### src/rtl/eth_rx_ctrl.sv
// rtl/eth_rx_ctrl.sv - RMII receive control: preamble lock, byte assembly, CRC-32 and frame status
//
// Purpose:
//   Samples the 2-bit RMII receive interface, locks onto preamble/SFD,
//   assembles dibits into bytes (LSB dibit first), tracks the frame fields,
//   runs a dibit-serial reflected CRC-32 and reports per-frame status.
//
// Ports:
//   Clk               50 MHz RMII reference clock
//   Rst               synchronous active-high reset
//   Rx_Dv             qualified receive data valid
//   Rxd               RMII receive dibit
//   Rx_Byte           assembled byte
//   Rx_Byte_Vld       one-cycle strobe, Rx_Byte valid
//   Rx_Sof            with Rx_Byte_Vld on the first DA byte
//   Rx_Frame_Done     one-cycle end-of-frame strobe, status updated this cycle
//   Rx_Crc_Err        status: CRC residue mismatch
//   Rx_Align_Err      status: frame ended on a partial byte
//   Rx_Runt_Err       status: too few bytes
//   Rx_Long_Err       status: frame aborted for length
//   Rx_Addr_Hit       status: DA is local unicast or broadcast
//   Rx_Byte_Cnt       status: bytes received after SFD, including FCS
//   Rx_Ctrl_FSM_State current state

package eth_rx_pkg;
  typedef enum logic [2:0] {
    IDLE      = 3'd0,
    PREAMBLE  = 3'd1,
    DEST_ADDR = 3'd2,
    SRC_ADDR  = 3'd3,
    LEN_TYPE  = 3'd4,
    DATA      = 3'd5,
    DROP      = 3'd6
  } eth_rx_ctrl_state_t;
endpackage

module eth_rx_ctrl
  import eth_rx_pkg::*;
#(
  parameter int          pMIN_PREAMBLE_DIBITS = 8,
  parameter int          pMIN_FRAME_BYTES     = 64,
  parameter int          pMAX_FRAME_BYTES     = 1518,
  parameter logic [47:0] pMAC_ADDR            = 48'h02_00_00_00_00_01
) (
  input  logic               Clk,
  input  logic               Rst,
  input  logic               Rx_Dv,
  input  logic [1:0]         Rxd,
  output logic [7:0]         Rx_Byte,
  output logic               Rx_Byte_Vld,
  output logic               Rx_Sof,
  output logic               Rx_Frame_Done,
  output logic               Rx_Crc_Err,
  output logic               Rx_Align_Err,
  output logic               Rx_Runt_Err,
  output logic               Rx_Long_Err,
  output logic               Rx_Addr_Hit,
  output logic [10:0]        Rx_Byte_Cnt,
  output eth_rx_ctrl_state_t Rx_Ctrl_FSM_State
);

  localparam logic [4:0]  MIN_PRE   = 5'(pMIN_PREAMBLE_DIBITS);
  localparam logic [10:0] MIN_BYTES = 11'(pMIN_FRAME_BYTES);
  localparam logic [10:0] MAX_BYTES = 11'(pMAX_FRAME_BYTES);
  localparam logic [31:0] CRC_RESIDUE = 32'hDEBB20E3;

  logic [4:0]  pre_cnt;
  logic [1:0]  dib_cnt;
  logic [10:0] byte_cnt;
  logic [5:0]  shift_reg;
  logic [31:0] crc;
  logic        ucast_ok;
  logic        bcast_ok;

  logic [7:0]  byte_new;
  logic [7:0]  mac_byte;
  logic [10:0] byte_cnt_nxt;
  logic        da_hit;

  // Two LSB-first bit steps of the reflected CRC-32; Rxd[0] is first on the wire.
  function automatic logic [31:0] crc_dibit(input logic [31:0] c, input logic [1:0] d);
    logic [31:0] r;
    r = c;
    for (int i = 0; i < 2; i++) begin
      r = (r >> 1) ^ ((r[0] ^ d[i]) ? 32'hEDB88320 : 32'h0);
    end
    return r;
  endfunction

  always_comb begin
    byte_new     = {Rxd, shift_reg};
    byte_cnt_nxt = byte_cnt + 11'd1;
    da_hit       = (byte_cnt >= 11'd6) && (ucast_ok || bcast_ok);
    case (byte_cnt[2:0])
      3'd0:    mac_byte = pMAC_ADDR[47:40];
      3'd1:    mac_byte = pMAC_ADDR[39:32];
      3'd2:    mac_byte = pMAC_ADDR[31:24];
      3'd3:    mac_byte = pMAC_ADDR[23:16];
      3'd4:    mac_byte = pMAC_ADDR[15:8];
      3'd5:    mac_byte = pMAC_ADDR[7:0];
      default: mac_byte = 8'h00;
    endcase
  end

  always_ff @(posedge Clk) begin
    if (Rst) begin
      Rx_Ctrl_FSM_State <= IDLE;
      Rx_Byte           <= 8'h00;
      Rx_Byte_Vld       <= 1'b0;
      Rx_Sof            <= 1'b0;
      Rx_Frame_Done     <= 1'b0;
      Rx_Crc_Err        <= 1'b0;
      Rx_Align_Err      <= 1'b0;
      Rx_Runt_Err       <= 1'b0;
      Rx_Long_Err       <= 1'b0;
      Rx_Addr_Hit       <= 1'b0;
      Rx_Byte_Cnt       <= 11'd0;
      pre_cnt           <= 5'd0;
      dib_cnt           <= 2'd0;
      byte_cnt          <= 11'd0;
      shift_reg         <= 6'd0;
      crc               <= 32'hFFFFFFFF;
      ucast_ok          <= 1'b0;
      bcast_ok          <= 1'b0;
    end else begin
      Rx_Byte_Vld   <= 1'b0;
      Rx_Sof        <= 1'b0;
      Rx_Frame_Done <= 1'b0;

      case (Rx_Ctrl_FSM_State)
        IDLE: begin
          if (Rx_Dv) begin
            if (Rxd == 2'b01) begin
              Rx_Ctrl_FSM_State <= PREAMBLE;
              pre_cnt           <= 5'd1;
            end else begin
              Rx_Ctrl_FSM_State <= DROP;
            end
          end
        end

        PREAMBLE: begin
          if (!Rx_Dv) begin
            Rx_Ctrl_FSM_State <= IDLE;
          end else if (Rxd == 2'b01) begin
            if (pre_cnt != 5'd31) pre_cnt <= pre_cnt + 5'd1;
          end else if (Rxd == 2'b11 && pre_cnt >= MIN_PRE) begin
            Rx_Ctrl_FSM_State <= DEST_ADDR;
            dib_cnt           <= 2'd0;
            byte_cnt          <= 11'd0;
            crc               <= 32'hFFFFFFFF;
            ucast_ok          <= 1'b1;
            bcast_ok          <= 1'b1;
          end else begin
            Rx_Ctrl_FSM_State <= DROP;
          end
        end

        DEST_ADDR, SRC_ADDR, LEN_TYPE, DATA: begin
          if (!Rx_Dv) begin
            Rx_Frame_Done     <= 1'b1;
            Rx_Crc_Err        <= (crc != CRC_RESIDUE);
            Rx_Align_Err      <= (dib_cnt != 2'd0);
            Rx_Runt_Err       <= (byte_cnt < MIN_BYTES);
            Rx_Long_Err       <= 1'b0;
            Rx_Addr_Hit       <= da_hit;
            Rx_Byte_Cnt       <= byte_cnt;
            Rx_Ctrl_FSM_State <= IDLE;
          end else begin
            crc       <= crc_dibit(crc, Rxd);
            shift_reg <= {Rxd, shift_reg[5:2]};
            dib_cnt   <= dib_cnt + 2'd1;
            if (dib_cnt == 2'd3) begin
              if (byte_cnt == MAX_BYTES) begin
                // One byte too many: abort without emitting it.
                Rx_Frame_Done     <= 1'b1;
                Rx_Crc_Err        <= 1'b1;
                Rx_Align_Err      <= 1'b0;
                Rx_Runt_Err       <= 1'b0;
                Rx_Long_Err       <= 1'b1;
                Rx_Addr_Hit       <= da_hit;
                Rx_Byte_Cnt       <= MAX_BYTES;
                Rx_Ctrl_FSM_State <= DROP;
              end else begin
                Rx_Byte     <= byte_new;
                Rx_Byte_Vld <= 1'b1;
                Rx_Sof      <= (byte_cnt == 11'd0);
                byte_cnt    <= byte_cnt_nxt;
                if (Rx_Ctrl_FSM_State == DEST_ADDR) begin
                  if (byte_new != mac_byte) ucast_ok <= 1'b0;
                  if (byte_new != 8'hFF)    bcast_ok <= 1'b0;
                  if (byte_cnt_nxt == 11'd6) Rx_Ctrl_FSM_State <= SRC_ADDR;
                end else if (Rx_Ctrl_FSM_State == SRC_ADDR) begin
                  if (byte_cnt_nxt == 11'd12) Rx_Ctrl_FSM_State <= LEN_TYPE;
                end else if (Rx_Ctrl_FSM_State == LEN_TYPE) begin
                  if (byte_cnt_nxt == 11'd14) Rx_Ctrl_FSM_State <= DATA;
                end
              end
            end
          end
        end

        DROP: begin
          if (!Rx_Dv) Rx_Ctrl_FSM_State <= IDLE;
        end

        default: Rx_Ctrl_FSM_State <= IDLE;
      endcase
    end
  end

endmodule

### config.mk
export PLATFORM = sky130hd
export DESIGN_NAME = eth_rx_ctrl
export DESIGN_NICKNAME = d
export VERILOG_FILES = /design/src/rtl/eth_rx_ctrl.sv
export SDC_FILE = /design/constraint.sdc
export NUM_CORES = 1
export LEC_CHECK = 0
export ABC_AREA = 1
export CAP_MARGIN = 40
export CORE_ASPECT_RATIO = 0.75
export CORE_MARGIN = 8
export CORE_UTILIZATION = 35
export DETAILED_ROUTE_END_ITERATION = 16
export PLACE_DENSITY = 0.54
export SLEW_MARGIN = 15
export SYNTH_ARGS = -nofsm -noshare
export SYNTH_HDL_FRONTEND = slang
export SYNTH_SLANG_ARGS = --single-unit
### constraint.sdc
create_clock -name Clk -period 2.2 [get_ports Clk]
set_input_delay 0.22 -clock Clk [delete_from_list [all_inputs] [get_ports Clk]]
set_output_delay 0.22 -clock Clk [all_outputs]
set_load 0.03 [all_outputs]
==> impl_metrics.csv <==
group,metric,value,unit
power_and_ir_drop,power.switching,2.820,mW
timing,timing.setup.tns,0,ns
layout,area.sequential,0.001763,mm2
yosys,count_of_mapped_cells_out_of_synthesis,592,
floorplan,coreArea,0.01222,mm2
timing,timing.fmax,0.5041,GHz
clock_tree,tritoncts,"built",
yosys,synth_seq_area_share,0.4041,
clock_tree,clk_root_buffer_cell,"sky130_fd_sc_hd__clkbuf_16",
layout,finish.net_count,649,
yosys,mappedNetlistNets,608,
layout,layout_common_cells,"sky130_fd_sc_hd__nand2_1, sky130_fd_sc_hd__dfxtp_1, sky130_fd_sc_hd__inv_1, sky130_fd_sc_hd__o21ai_0, sky130_fd_sc_hd__nor2_1",
grt,number_of_antenna_violations_at_the_first_check_in_global_routing,0,
grt,globalRouteOverflowTotal,0,
power_and_ir_drop,vdd.ir_drop.worst,552.0,uV
clock_tree,postCtsHoldBufs,0,
placed_design,post-dp-hpwl,8907,um
placed_design,count_of_buffers_inserted_at_the_top_level_ports,34,
clock_tree,htree_num_levels,3,
layout,largest_registers,"crc: 32 flops, Rx_Byte_Cnt: 11 flops, byte_cnt: 11 flops",
layout,multi_input_logic_area,0.002172,mm2
timing,timing.slew.headroom,0.6045,
power_and_ir_drop,power.share.clock,0.233,
timing,slew_violations,0,
power_and_ir_drop,switching_share,0.4182,
layout,synth_to_final_area_change,20.67,%
layout,final_common_cell,"sky130_fd_sc_hd__nand2_1",
detailed_routing,detail-route-antenna-nets,0,
clock_tree,clk_latency,0.34,ns
power_and_ir_drop,static_leakage,2.233,nW
critical_path,criticalPathCategory,"reg -> reg",
critical_path,crit_arrival,2.25,ns
power_and_ir_drop,fin_total_pwr,6.743,mW
detailed_routing,dr.first_iter.drc_count,309,
detailed_routing,vias,4000,
layout,largest_register_ffs,32,
min_path,timing.hold.worst.start,"Rx_Align_Err",
status,run_status,"finished, final reports clean",
critical_path,kind_of_end_point_of_the_critical_path,"flip-flop",
yosys,syn_avg_cell_area,7.363,um2
detailed_routing,detail_route.drc_violations,0,
critical_path,max_stage_delay,0.46,ns
clock_tree,cts_inserted_buffers,9,
detailed_routing,first_pass_iters,5,
layout,drive_above_1_share,0.1034,
critical_path,worstReg2RegStart,"Rx_Ctrl_FSM_State[1]",
critical_path,cp_common_cell,"sky130_fd_sc_hd__nand2_4",
floorplan,floorplan.die.width,144.9,um
flow_run,max_cap_viol_count,0,
timing,post-route-period-util,0.9018,
critical_path,slowest_stage,"sky130_fd_sc_hd__dfxtp_1",
yosys,ys_dominant_reg_cell,"sky130_fd_sc_hd__dfxtp_1",
floorplan,initial_core_utilization,0.3568,
timing,grt_setup_unrepaired,"false",
critical_path,startpoint_type,"flip-flop",
timing,timing_worst_slew_pin_value,0.5856,ns
yosys,total_of_flip_flops_plus_latches_after_synthesis,88,
power_and_ir_drop,power_frac_comb,0.407,
timing,finalCriticalPeriod,1.984,ns
floorplan,floorplan.rows,35,
power_and_ir_drop,power_per_cell_area,1282,mW/mm2
timing,hold_violations,0,
critical_path,critical_path.n_buffers_inverters,4,
power_and_ir_drop,internal_power,3.923,mW
power_and_ir_drop,p_seq_frac,0.360,
grt,grt_start_max_net_pins,36,
layout,biggest_register,"crc",
critical_path,critPathMaxFanout,17,
critical_path,worstSetupStartpoint,"Rx_Ctrl_FSM_State[1]",
clock_tree,clk_pin_slew,0.07,ns
clock_tree,clock-sinks,88,
floorplan,die-area,0.01632,mm2
layout,layout.filler_cells,1239,
detailed_routing,route.detailed.wl_per_inst,14.84,um
yosys,netlist_area,0.004359,mm2
yosys,synth.distinct_cells,43,
floorplan,fp.dieH,112.7,um
critical_path,crit_chain,"inv_1, nand2_1, nand2_2, clkinv_2, nand2_4, nand2_4, nand2_4, nand2_8, inv_4, nand2_4, nand2_4, inv_4, o21ai_0, a21oi_1",
yosys,number_of_synthesized_flops_with_an_enable_pin,0,
detailed_routing,drt_wl_total,11930,um
grt,number_of_global_route_vias_before_repair,3770,
grt,grt_pass1_wl,19830,um
placed_design,finalWeightedCongestion,0.8851,
yosys,synth.yosys.warnings,0,
layout,antenna_cells,0,
grt,groute.usage.overall,0.1540,
critical_path,worst_ep_required_time,2.46,ns
timing,worst_clock_skew,0.007270,ns
critical_path,critical-path-top-delay-family,"simple AND/OR/NAND/NOR gates",
min_path,hold_path.class,"reg -> reg",
detailed_routing,vias_cell,4.975,
yosys,synth_async_sr_flop_share,0,
timing,finalSetupViolCount,0,
clock_tree,clock_path_buffers,2,
floorplan,io_pins,35,
==> layer usage <==
layer,vias up,track usage,wire (um)
met1,1838,0.2309,6283
met2,111,0.2118,4751
met3,8,0.03265,766
met5,-,0,0
li1,2043,-,-
met4,0,0.04564,129
==> worst reg2reg max path, cell delays in order (launching register included) <==
cell	delay (ns)
sky130_fd_sc_hd__dfxtp_1	0.46
sky130_fd_sc_hd__inv_1	0.12
sky130_fd_sc_hd__nand2_1	0.11
sky130_fd_sc_hd__nand2_2	0.07
sky130_fd_sc_hd__clkinv_2	0.07
sky130_fd_sc_hd__nand2_4	0.09
sky130_fd_sc_hd__nand2_4	0.15
sky130_fd_sc_hd__nand2_4	0.08
sky130_fd_sc_hd__nand2_8	0.08
sky130_fd_sc_hd__inv_4	0.05
sky130_fd_sc_hd__nand2_4	0.07
sky130_fd_sc_hd__nand2_4	0.06
sky130_fd_sc_hd__inv_4	0.18
sky130_fd_sc_hd__o21ai_0	0.12
sky130_fd_sc_hd__a21oi_1	0.18
==> timing repair <==
action,4_1_cts,5_1_grt
hold endpoints to repair,0,0
resized for setup,0,3
endpoints found under the setup margin,0,5
setup buffers,0,0
==> cell usage after synthesis (all sizes together) (10+ instances only) <==
master,number,area (um2)
a21oi,43,226.5
buf,14,90.08
clkbuf,11,41.29
dfxtp,88,1762
ha,11,137.6
inv,77,294.0
nand2,102,446.7
nand3,34,175.2
nor2,60,240.2
nor3,19,100.1
o211ai,25,187.7
o21ai,63,319.0
xor2,10,87.58
==> stage by stage <==
stage | utilization | setup WS (ns) | std cells | instance area [um2] | hold slack [ns]
after floorplan | - | 0.3316 | 592 | 4359 | 0.3825
after global placement | 0.4048 | 0.08206 | 788 | 4946 | 0.4565
after detailed placement | 0.4048 | 0.08890 | 788 | 4946 | 0.4530
after CTS | 0.4300 | 0.1772 | 804 | 5254 | 0.4679
after global routing | 0.4305 | 0.005263 | 804 | 5260 | 0.4973
final | 0.4305 | 0.2161 | 804 | 5260 | 0.4645
==> layout make-up <==
class	count	area share
inverters	78	0.05685
flip-flops and latches	88	0.3352
multi-input cells	401	0.4129
clock buffers	10	0.04543
well taps	166	0.03949
repair buffers	55	0.09705
clock inverters	6	0.01308
==> cell families (layout without fill, tap and decap cells) <==
kind of cell / count (synthesis) / count (layout) / share of synthesized area
AND/OR/NAND/NOR: 235 / 235 / 0.2503
AO/OA/AOI/OAI: 142 / 142 / 0.1874
buffers and inverters: 103 / 149 / 0.09873
flip-flops: 88 / 88 / 0.4041
XOR/XNOR: 13 / 13 / 0.02784
adder cells (fa/ha/maj): 11 / 11 / 0.03157
==> power groups by stage <==
| stage | sequential (mW) | clock, mW | combinational, mW |
|---|---|---|---|
| 6_report | 2.43 | 1.57 | 2.74 |
| 4_1_cts | 2.42 | 1.62 | 2.74 |
| 3_5_place_dp | 2.45 | 0 | 2.72 |
| 3_3_place_gp | 2.45 | 0 | 2.72 |
| 5_1_grt | 2.50 | 1.69 | 3.09 |
| 2_1_floorplan | 2.46 | 0 | 1.89 |
==> worst paths after layout <==
kind                       end  cells after the start  slack [ns]
setup / recovery   byte_cnt[9]                     14        0.22
hold / removal    Rx_Align_Err                      2        0.46
setup reg to reg   byte_cnt[9]                     14        0.22
hold reg to reg   Rx_Align_Err                      2        0.46
Power figures use the tool's default switching activity.
